<file path="config.mk">
export PLATFORM = sky130hd
export DESIGN_NAME = ps2_keycode_rx_flat
export DESIGN_NICKNAME = d
export VERILOG_FILES = /design/src/rtl/ps2_keycode_rx_pkg.sv /design/src/rtl/ps2_keycode_rx_if.sv /design/src/rtl/ps2_keycode_rx_sync_edge.sv /design/src/rtl/ps2_keycode_rx.sv /design/src/flat_wrapper.sv
export SDC_FILE = /design/constraint.sdc
export NUM_CORES = 1
export LEC_CHECK = 0
export CAP_MARGIN = 20
export CORE_MARGIN = 5
export CORE_UTILIZATION = 62
export CTS_BUF_LIST = sky130_fd_sc_hd__clkbuf_2
export CTS_CLUSTER_SIZE = 8
export DETAILED_ROUTE_END_ITERATION = 8
export DONT_BUFFER_PORTS = 1
export GPL_TIMING_DRIVEN = 0
export HOLD_SLACK_MARGIN = 0.02
export PLACE_DENSITY_LB_ADDON = 0.2
export RECOVER_POWER = 50
export SKIP_CTS_REPAIR_TIMING = 1
export SYNTH_ARGS = -nofsm -noshare
export SYNTH_HDL_FRONTEND = slang
export SYNTH_SLANG_ARGS = --single-unit
</file>
<file path="constraint.sdc">
create_clock -name clk -period 2.1 [get_ports clk]
set_input_delay 0.315 -clock clk [delete_from_list [all_inputs] [get_ports clk]]
set_output_delay 0.315 -clock clk [all_outputs]
set_load 0.005 [all_outputs]
</file>
<file path="src/rtl/ps2_keycode_rx_pkg.sv">
// Shared PS/2 receiver types and command-code constants, used by the receiver,
// the command selector and the bench.
package ps2_pkg;

  typedef enum logic [1:0] {
    IDLE   = 2'd0,
    DATA   = 2'd1,
    PARITY = 2'd2,
    STOP   = 2'd3
  } ps2_state_e;

  localparam logic [7:0] PS2_BREAK    = 8'hF0;

  localparam logic [7:0] CMD_LIGA     = 8'h12;
  localparam logic [7:0] CMD_ZERA_A   = 8'h0F;
  localparam logic [7:0] CMD_ZERA_B   = 8'h13;
  localparam logic [7:0] CMD_ZERA_ALL = 8'h10;
  localparam logic [7:0] CMD_SOMA     = 8'h1A;
  localparam logic [7:0] CMD_SUBTRAI  = 8'h1E;
  localparam logic [7:0] CMD_INVERTE  = 8'h0C;

  // Odd parity over the eight data bits plus the parity bit
  function automatic logic parity_ok(input logic [7:0] data, input logic par);
    return ^{data, par};
  endfunction

endpackage

</file>
<file path="src/rtl/ps2_keycode_rx_if.sv">
// PS/2 line and scan-code output bundle; slave = receiver, master = keyboard/selector side.
interface ps2_keycode_rx_if;
  logic       sinal;
  logic       ps2_data;
  logic [7:0] keycode;
  logic       keycode_valid;
  logic       break_flag;
  logic       frame_err;

  modport master (
    output sinal, ps2_data,
    input  keycode, keycode_valid, break_flag, frame_err
  );

  modport slave (
    input  sinal, ps2_data,
    output keycode, keycode_valid, break_flag, frame_err
  );
endinterface

</file>
<file path="src/rtl/ps2_keycode_rx_sync_edge.sv">
// Multi-flop synchronizer for an asynchronous PS/2 line plus falling-edge detector.
module ps2_sync_edge #(
  parameter int STAGES = 2
) (
  input  logic clk,
  input  logic rst_n,
  input  logic d,
  output logic level,
  output logic fe
);

  logic [STAGES-1:0] sync_q, sync_d;
  logic              prev_q, prev_d;

  always_comb begin
    sync_d = {sync_q[STAGES-2:0], d};
    prev_d = sync_q[STAGES-1];
  end

  // Chains reset to the idle line level so reset release never fakes an edge
  always_ff @(posedge clk) begin
    if (!rst_n) begin
      sync_q <= '1;
      prev_q <= 1'b1;
    end else begin
      sync_q <= sync_d;
      prev_q <= prev_d;
    end
  end

  assign level = sync_q[STAGES-1];
  assign fe    = prev_q & ~sync_q[STAGES-1];

endmodule

</file>
<file path="src/rtl/ps2_keycode_rx.sv">
// PS/2 keyboard frame receiver producing validated scan codes with a one-cycle strobe.
// Optional break-code filtering is enabled by defining PS2_BREAK_FILTER_EN.
//
// state  | meaning
// IDLE   | waiting for a start bit; timeout counter held at 0
// DATA   | shifting in D0..D7, LSB first
// PARITY | capturing the odd-parity bit
// STOP   | checking stop bit and parity, then accept or flag error
module ps2_keycode_rx
  import ps2_pkg::*;
#(
  parameter int SYNC_STAGES    = 2,
  parameter int TIMEOUT_CYCLES = 50000,
  parameter int TO_W           = 16
) (
  input  logic              clk,
  input  logic              rst_n,
  ps2_keycode_rx_if.slave   bus
);

  localparam logic [TO_W-1:0] TO_LAST = TO_W'(TIMEOUT_CYCLES - 1);

  logic sinal_lvl_unused, sinal_fe;
  logic data_lvl, data_fe_unused;

  ps2_sync_edge #(.STAGES(SYNC_STAGES)) u_sync_clk (
    .clk   (clk),
    .rst_n (rst_n),
    .d     (bus.sinal),
    .level (sinal_lvl_unused),
    .fe    (sinal_fe)
  );

  ps2_sync_edge #(.STAGES(SYNC_STAGES)) u_sync_data (
    .clk   (clk),
    .rst_n (rst_n),
    .d     (bus.ps2_data),
    .level (data_lvl),
    .fe    (data_fe_unused)
  );

  ps2_state_e      state_q, state_d;
  logic [2:0]      bitcnt_q, bitcnt_d;
  logic [7:0]      shift_q, shift_d;
  logic            par_q, par_d;
  logic [TO_W-1:0] to_q, to_d;
  logic [7:0]      keycode_q, keycode_d;
  logic            valid_q, valid_d;
  logic            err_q, err_d;
  logic            accept;
`ifdef PS2_BREAK_FILTER_EN
  logic            brk_q, brk_d;
  logic            pend_q, pend_d;
`endif

  always_comb begin
    state_d   = state_q;
    bitcnt_d  = bitcnt_q;
    shift_d   = shift_q;
    par_d     = par_q;
    to_d      = to_q;
    keycode_d = keycode_q;
    valid_d   = 1'b0;
    err_d     = 1'b0;
    accept    = 1'b0;
`ifdef PS2_BREAK_FILTER_EN
    brk_d     = brk_q;
    pend_d    = pend_q;
`endif

    case (state_q)
      IDLE: begin
        if (sinal_fe) begin
          if (!data_lvl) begin
            state_d  = DATA;
            bitcnt_d = 3'd0;
          end else begin
            err_d = 1'b1;
          end
        end
      end
      DATA: begin
        if (sinal_fe) begin
          shift_d  = {data_lvl, shift_q[7:1]};
          bitcnt_d = bitcnt_q + 3'd1;
          if (bitcnt_q == 3'd7) state_d = PARITY;
        end
      end
      PARITY: begin
        if (sinal_fe) begin
          par_d   = data_lvl;
          state_d = STOP;
        end
      end
      STOP: begin
        if (sinal_fe) begin
          state_d = IDLE;
          if (data_lvl && parity_ok(shift_q, par_q)) accept = 1'b1;
          else                                     err_d  = 1'b1;
        end
      end
      default: state_d = IDLE;
    endcase

    // Timeout only runs mid-frame; a stalled frame is dropped, break-pending survives
    if (state_q == IDLE) begin
      to_d = '0;
    end else if (sinal_fe) begin
      to_d = '0;
    end else if (to_q == TO_LAST) begin
      to_d    = '0;
      err_d   = 1'b1;
      state_d = IDLE;
    end else begin
      to_d = to_q + 1'b1;
    end

    if (accept) begin
`ifdef PS2_BREAK_FILTER_EN
      if (shift_q == PS2_BREAK) begin
        pend_d = 1'b1;
      end else begin
        keycode_d = shift_q;
        valid_d   = 1'b1;
        brk_d     = pend_q;
        pend_d    = 1'b0;
      end
`else
      keycode_d = shift_q;
      valid_d   = 1'b1;
`endif
    end
  end

  always_ff @(posedge clk) begin
    if (!rst_n) begin
      state_q   <= IDLE;
      bitcnt_q  <= 3'd0;
      shift_q   <= 8'h00;
      par_q     <= 1'b0;
      to_q      <= '0;
      keycode_q <= 8'h00;
      valid_q   <= 1'b0;
      err_q     <= 1'b0;
`ifdef PS2_BREAK_FILTER_EN
      brk_q     <= 1'b0;
      pend_q    <= 1'b0;
`endif
    end else begin
      state_q   <= state_d;
      bitcnt_q  <= bitcnt_d;
      shift_q   <= shift_d;
      par_q     <= par_d;
      to_q      <= to_d;
      keycode_q <= keycode_d;
      valid_q   <= valid_d;
      err_q     <= err_d;
`ifdef PS2_BREAK_FILTER_EN
      brk_q     <= brk_d;
      pend_q    <= pend_d;
`endif
    end
  end

  assign bus.keycode       = keycode_q;
  assign bus.keycode_valid = valid_q;
  assign bus.frame_err     = err_q;
`ifdef PS2_BREAK_FILTER_EN
  assign bus.break_flag    = brk_q;
`else
  assign bus.break_flag    = 1'b0;
`endif

endmodule

</file>
<file path="src/flat_wrapper.sv">
// flat-port wrapper written by rule: the top's interface ports become plain ports
module ps2_keycode_rx_flat import ps2_pkg::*;
#(
  parameter int SYNC_STAGES    = 2,
  parameter int TIMEOUT_CYCLES = 50000,
  parameter int TO_W           = 16
)
  (clk, rst_n, bus_sinal, bus_ps2_data, bus_keycode, bus_keycode_valid, bus_break_flag, bus_frame_err);
  ps2_keycode_rx_if bus_i ();
  input  logic clk;
  input  logic rst_n;
  input wire logic [$bits(bus_i.sinal)-1:0] bus_sinal;
  input wire logic [$bits(bus_i.ps2_data)-1:0] bus_ps2_data;
  output wire logic [$bits(bus_i.keycode)-1:0] bus_keycode;
  output wire logic [$bits(bus_i.keycode_valid)-1:0] bus_keycode_valid;
  output wire logic [$bits(bus_i.break_flag)-1:0] bus_break_flag;
  output wire logic [$bits(bus_i.frame_err)-1:0] bus_frame_err;
  assign bus_i.sinal = bus_sinal;
  assign bus_i.ps2_data = bus_ps2_data;
  assign bus_keycode = bus_i.keycode;
  assign bus_keycode_valid = bus_i.keycode_valid;
  assign bus_break_flag = bus_i.break_flag;
  assign bus_frame_err = bus_i.frame_err;
  ps2_keycode_rx #(.SYNC_STAGES(SYNC_STAGES), .TIMEOUT_CYCLES(TIMEOUT_CYCLES), .TO_W(TO_W)) u_core (.clk(clk), .rst_n(rst_n), .bus(bus_i));
endmodule
</file>
==> flow_summary.json <==
{
  "cp.arrival_ns": 2.32,
  "sequentialPowerShare_pct": 55.7,
  "drive_gt1_share_pct": 7.52,
  "synth_xor_area_share_pct": 8.19,
  "drt_first_pass_iters": 4,
  "internal-power_mw": 1.22,
  "grt_max_degree": 16,
  "die_h_um": 67.5,
  "total_power_mw": 1.57,
  "n_antenna_cell": 0,
  "start_kind": "flop",
  "setup_tns_ns": 0,
  "cts_num_sinks": 45,
  "fillers": 259,
  "gp_congestion": 0.883,
  "multiInputGateArea_mm2": 0.00109,
  "p_comb_share_pct": 5.1,
  "yosysSeqAreaShare_pct": 44.0,
  "grt_pass1_vias": 1509,
  "postSynthCellCount": 216,
  "ir_drop_mv": 0.468,
  "min_path_type": "primary input to flop",
  "critPathKind": "flop to flop",
  "worstPathMaxFanout": 10,
  "final_util_pct": 71.4,
  "synth_fa_ha_area_share_pct": 4.28,
  "clk_pin_slew_ns": 0.25,
  "pre_cts_ws_ns": 0.135,
  "regArea_um2": 901,
  "synth.distinct_cells": 40,
  "drt_iter0_drc": 121,
  "async_flop_share_pct": 0,
  "ys_warn_count": 0,
  "synth.mux.area_fraction_pct": 10.4,
  "io_buffer_count": 0,
  "synth_top_family_by_area": "simple AND/OR/NAND/NOR gates",
  "synth-seq-cells": 45,
  "area_growth_pct": 8.25,
  "endpoint_kind": "flop",
  "fmax_ghz": 0.507,
  "grt-ovfl-total": 0,
  "wl_um": 3650,
  "finalCritPeriodShare_pct": 94.0,
  "synth_top_cell_area_share_pct": 44.0,
  "clkLatencyLatePin_ns": 0.43,
  "start_util_pct": 66.0,
  "via_per_inst": 5.57,
  "ctsHtreeMaxLevel": 2,
  "ant_nets": 0,
  "fin_nets": 236,
  "finalSetupViolations": 0,
  "dp_hpwl_um": 2730,
  "leakage_nw": 0.829,
  "cts_tree": "done",
  "synth_compound_area_share_pct": 6.05,
  "hold_viol_final": 0,
  "switchingPower_mw": 0.346,
  "min_period_ns": 1.97,
  "cp_data_required_time_ns": 2.45,
  "powerDensity_mw_per_mm2": 707,
  "drc": 0,
  "routedWlPerCell_um": 13.5,
  "synth_top_area_cell": "dfxtp_1",
  "avgSynthCellArea_um2": 9.48,
  "yosysMostFrequentCell": "dfxtp_1",
  "syn_area_mm2": 0.00205,
  "cts_buffers": 5,
  "fp-row-count": 20,
  "coreArea_mm2": 0.00310,
  "rsz0062_at_grt": "false",
  "fin_hold_ws_ns": 0.179,
  "synth-simple-area-share_pct": 24.3,
  "skew_ns": 0.0282,
  "ios": 15,
  "vias": 1503,
  "status": "finished, final reports clean",
  "slew_violations": 0,
  "switching_share_pct": 22.1,
  "grt_pass1_wl_um": 6350,
  "clockRootBuffer": "clkbuf_2",
  "grtUsageTotal_pct": 18.4,
  "power_frac_clock_pct": 39.2,
  "worst_slack_ns": 0.126,
  "grt_antenna_before_repair": 0,
  "clk_path_buf_depth": 2,
  "synth-edff-count": 0,
  "chipWidth_um": 67.5,
  "syn-num-nets": 227,
  "max_cap_viol_count": 0,
  "synthFlopType": "dfxtp_1",
  "synth_common_cells": "dfxtp_1, nor2_1, nand2_1",
  "die_area_mm2": 0.00455,
  "synth_area_leaders": "dfxtp_1, mux2i_1, nor2_1"
}
cell type report:
| cell class | count | area share [%] |
|---|---|---|
| Timing Repair Buffer | 2 | 0.903 |
| Sequential cell | 45 | 40.7 |
| Clock buffer | 5 | 1.13 |
| Tap cell | 44 | 2.48 |
| Multi-Input combinational cell | 159 | 49.3 |
| Inverter | 5 | 0.847 |
| Clock inverter | 3 | 3.11 |
| Buffer | 7 | 1.58 |
routing by layer:
metal	GRT usage [%]	vias to the layer above	part of all wire (%)
met5	0	-	0
met3	3.99	8	4.7
met2	34.1	43	51
met1	20.1	696	43
met4	6.84	0	1.6
li1	-	756	-
cells by family (layout without fill, tap and decap cells):
logic type      after synthesis  in the layout
simple gates                 96             96
flops                        45             45
mux                          20             20
compound gates               19             19
xor+xnor                     16             16
buf+inv                      12             22
fa+ha+maj                     7              7
other cells                   1              1
critical path: stages (launching register included):
cell and delay [ns]:
dfxtp_1 0.40, or4b_1 0.54, nor4_2 0.41, nand3b_2 0.28
buf_4 0.20, nor2_1 0.06
worst paths after layout:
kind / start / slack (ns) / to / cells past startpoint
setup / recovery: u_core.to_q[5] / 0.13 / u_core.to_q[9] / 5
hold / removal: rst_n / 0.18 / u_core.u_sync_data.sync_q[1] / 2
setup reg to reg: u_core.to_q[5] / 0.13 / u_core.to_q[9] / 5
hold reg to reg: u_core.u_sync_data.sync_q[0] / 0.44 / u_core.u_sync_data.sync_q[1] / 1
placed cells by master (no fill, tap or decap), types with 3 or more instances in the layout:
cell and instances:
a21oi_1 6, and2_1 3, and3_1 4, clkbuf_1 4, clkbuf_2 5, dfxtp_1 45, ha_1 7, inv_1 5
mux2i_1 19, nand2_1 26, nand2b_1 8, nand3_1 8, nor2_1 27, o21ai_0 5, or3_1 4, xnor2_1 9
xor2_1 5
state kept, by name (all words and copies together) (netlist names):
signal / count
u_core.bus.frame_err: 1
u_core.u_sync_clk.sync_q: 2
u_core.bus.keycode: 8
u_core.to_q: 16
u_core.shift_q: 8
u_core.u_sync_clk.prev_q: 1
u_core.par_q: 1
u_core.bitcnt_q: 3
u_core.bus.keycode_valid: 1
u_core.state_q: 2
u_core.u_sync_data.sync_q: 2
power groups by stage:
stage,Combinational [mW],Sequential (mW),Clock [mW]
6_report,0.0800,0.873,0.614
4_1_cts,0.0773,0.873,0.627
2_1_floorplan,0.0600,0.887,0
3_3_place_gp,0.0721,0.888,0
3_5_place_dp,0.0765,0.890,0
5_1_grt,0.0897,0.875,0.662
stage by stage:
step / std cells / cell area [um^2]
after floorplan: 216 / 2050
after global placement: 260 / 2100
after detailed placement: 260 / 2100
after CTS: 268 / 2200
after global routing: 270 / 2220
final: 270 / 2220
(Power assumes the default switching activity.)
